File: config.mk
export PLATFORM = sky130hd
export DESIGN_NAME = four_and
export DESIGN_NICKNAME = d
export VERILOG_FILES = /design/src/rtl/four_and.sv
export SDC_FILE = /design/constraint.sdc
export NUM_CORES = 1
export LEC_CHECK = 0
export ABC_AREA = 1
export BUFFER_PORTS_ARGS = -buffer_cell sky130_fd_sc_hd__buf_2
export CAP_MARGIN = 40
export CORE_MARGIN = 4
export CORE_UTILIZATION = 40
export CTS_CLUSTER_SIZE = 12
export DETAILED_ROUTE_END_ITERATION = 8
export GPL_ROUTABILITY_DRIVEN = 0
export PLACE_DENSITY = 0.61
export RECOVER_POWER = 100
export SETUP_SLACK_MARGIN = 0.4
export SLEW_MARGIN = 10
export SYNTH_ARGS = -nofsm -noshare
export SYNTH_HDL_FRONTEND = slang
export SYNTH_SLANG_ARGS = --single-unit
File: constraint.sdc
create_clock -name clk -period 1.7 [get_ports clk]
set_input_delay 0.17 -clock clk [delete_from_list [all_inputs] [get_ports clk]]
set_output_delay 0.17 -clock clk [all_outputs]
set_load 0.02 [all_outputs]
File: src/rtl/four_and.sv
// four_and: registered quad-input AND with rising-edge pulse and saturating edge count
// Ports: clk, rst_n (async active-low); a..d operands; e = a&b, f = c&d, g = a&b&c&d (registered);
// g_rise pulses in the first cycle g reads 1; g_cnt counts g rising edges, saturating at all-ones.
// FOUR_AND_SYNC_EN: when defined, a..d each pass through a 2-flop synchronizer (latency 3 instead of 1).
module four_and #(
  parameter int CNT_W = 8
) (
  input  logic             clk,
  input  logic             rst_n,
  input  logic             a,
  input  logic             b,
  input  logic             c,
  input  logic             d,
  output logic             e,
  output logic             f,
  output logic             g,
  output logic             g_rise,
  output logic [CNT_W-1:0] g_cnt
);
  logic a_s, b_s, c_s, d_s, g_nxt;
`ifdef FOUR_AND_SYNC_EN
  logic [3:0] s1, s2;
  always_ff @(posedge clk or negedge rst_n)
    if (!rst_n) begin
      s1 <= '0;
      s2 <= '0;
    end else begin
      s1 <= {a, b, c, d};
      s2 <= s1;
    end
  assign {a_s, b_s, c_s, d_s} = s2;
`else
  assign {a_s, b_s, c_s, d_s} = {a, b, c, d};
`endif
  assign g_nxt = a_s & b_s & c_s & d_s;
  always_ff @(posedge clk or negedge rst_n)
    if (!rst_n) begin
      e      <= 1'b0;
      f      <= 1'b0;
      g      <= 1'b0;
      g_rise <= 1'b0;
      g_cnt  <= '0;
    end else begin
      e      <= a_s & b_s;
      f      <= c_s & d_s;
      g      <= g_nxt;
      g_rise <= g_nxt & ~g;
      if (g_rise && !(&g_cnt)) g_cnt <= g_cnt + 1'b1;
    end
endmodule

==> impl_metrics.yaml <==
route:
  drc: 0
  dr.pass1.iters: 4
  vias_per_cell: 4.60
  routed_wl_um: 1180
  routedWlPerCell_um: 10.3
  antenna_left: 0
  drt_iter0_drc: 5
  vias: 529
setup_path:
  worstPathMaxFanout: 8
  worstSetupPathType: "reg -> reg"
  crit_required_ns: 1.86
  arrival_ns: 1.49
  r2r_cells: 8
  critPathLaunchType: "register"
  critPathCaptureType: "register"
layout:
  diodes: 0
  register_area_um2: 300
  fin_area_um2: 752
  final_nets: 108
  final_cell_mix: "nand2_1, dfrtp_1, clkbuf_1, inv_1, buf_2"
  drive_gt1_frac: 0.150
  fill_cells: 148
  syn2layout_area_growth_pct: 21.2
  layout_commonest_cell: "nand2_1"
  fin_util: 0.544
  multi_input_area_um2: 272
pwr:
  p_leak_uw: 0.000404
  p_per_area_nw_per_um2: 975
  switchingPower_uw: 230
  p_comb_frac: 0.208
  switching_share: 0.314
  power.share.clock: 0.305
  p_int_uw: 503
  ir_worst_vdd_mv: 0.644
  pwr-share-seq: 0.487
timing:
  timing.final.crit_share: 0.782
  relSlewSlack: 0.563
  rsz0062_at_grt: "no"
  setup_viol: 0
  tightest_slew_ns: 0.655
  tns_ns: 0
  finalHoldViolations: 0
  maxSlewViolCount: 0
  fmax_mhz: 753
  fin_crit_ns: 1.33
  skew_ns: 0.00501
place:
  dpl.hpwl_um: 926
  place_area_um2: 727
  io_buffers: 17
logic_synthesis:
  syn_area_um2: 621
  synthesis.nets: 85
  yosysSeqAreaShare: 0.484
  syn_inst: 78
  yosys_warnings: 0
  ys_ff_latch: 12
  synth.distinct_cells: 16
  postSynthAreaPerCell_um2: 7.96
clock_tree:
  cts.reportedPaths.clkPinSlew_ns: 0.08
  numCtsBuffers: 3
  htreeDepth: 1
  cts_max_path_buffers: 2
  clock-sinks: 12
  clock_latency_ns: 0.27
  cts_tree: "done"
  post_cts_buffers: 0
  cts_root_buf: "clkbuf_4"
flow_run:
  cap_viol_max_count: 0
floorplanning:
  fp.dieArea_um2: 2250
  initial_core_util: 0.449
  row_count: 13
  die_w_um: 47.4
  coreArea_um2: 1380
  ioPinCount: 18
  die_h_um: 47.4
grt:
  grt_usage: 0.132
  grt_max_degree: 13
  grt_pass1_wl_um: 2010
  globalRouteOverflowTotal: 0
  grt_pass1_vias: 486
  antenna_found_initial: 0
run_status:
  outcome: "finished, final reports clean"
min_path:
  whs_path_depth: 3
  hold_path.class: "in -> reg"
[synthesized netlist by cell type, drive strengths merged]
library cell	count	area, um2
o21ai	1	5.00
ha	1	12.5
nor3	1	5.00
inv	11	43.8
xnor2	3	26.3
o21bai	1	7.51
dfrtp	12	300
nor2	7	31.3
nand2	36	159
nand3	5	30.0
[path summary, 6_finish.rpt]
kind,startpoint,endpoint,slack (ns)
worst max-delay path,g_cnt[1],g_cnt[4],0.37
worst min-delay path,b,e,0.12
worst max register to register,g_cnt[1],g_cnt[4],0.37
worst min register to register,g,g_rise,0.43
max in group asynchronous,rst_n,g_cnt[5],0.85
min in group asynchronous,rst_n,g_cnt[2],0.43
[state kept, by name, summed over array words and instances, names as in the netlist]
name / flops
g_cnt: 8
g: 1
g_rise: 1
f: 1
e: 1
[layout make-up]
type,instances,area share
flip-flops and latches,12,0.399
well taps,15,0.0250
inverters,11,0.0582
clock buffers,4,0.0483
repair buffers,18,0.108
multi-input cells,55,0.361
[logic make-up (layout without fill, tap and decap cells)]
logic type               Yosys count  count (layout)  share of synthesized area
XOR/XNOR                           3               3                     0.0423
AND/OR/NAND/NOR                   49              49                      0.363
adder cells (fa/ha/maj)            1               1                     0.0202
buffers and inverters             11              33                     0.0706
AO/OA/AOI/OAI                      2               2                     0.0202
flip-flops                        12              12                      0.484
[power groups by stage]
stage	Sequential (uW)	Clock, uW	Combinational (uW)
2_1_floorplan	400	0	67.9
3_3_place_gp	366	0	162
3_5_place_dp	369	0	159
4_1_cts	362	236	162
5_1_grt	366	248	173
6_report	357	224	152
[critical path, stage by stage, from the launching register on]
cell	delay [ns]
dfrtp_1	0.41
ha_1	0.24
nand3_1	0.14
inv_1	0.12
nand2_4	0.08
nand2_8	0.09
inv_4	0.05
nand2_1	0.05
nand2_1	0.04
[metrics by stage]
stage,hold WS (ns),std cells,setup WS [ns],power (uW)
floorplan,-0.126,78,0.449,468
global placement,0.0656,110,0.496,528
detailed placement,0.0645,110,0.469,528
finish,0.124,115,0.371,733
CTS,0.118,115,0.451,760
global route,0.142,115,0.222,787
[layer usage]
metal  GRT usage  share of wire
met1       0.177           0.48
met2       0.193           0.45
met3      0.0575          0.057
met4      0.0331          0.011
met5           0              0
[timing repair]
item / in CTS / in global routing
hold endpoints to repair: 12 / 0
hold buffers: 1 / 0
endpoints found under the setup margin: 0 / 6
gates resized for setup: 0 / 2
(Power assumes the default switching activity.)
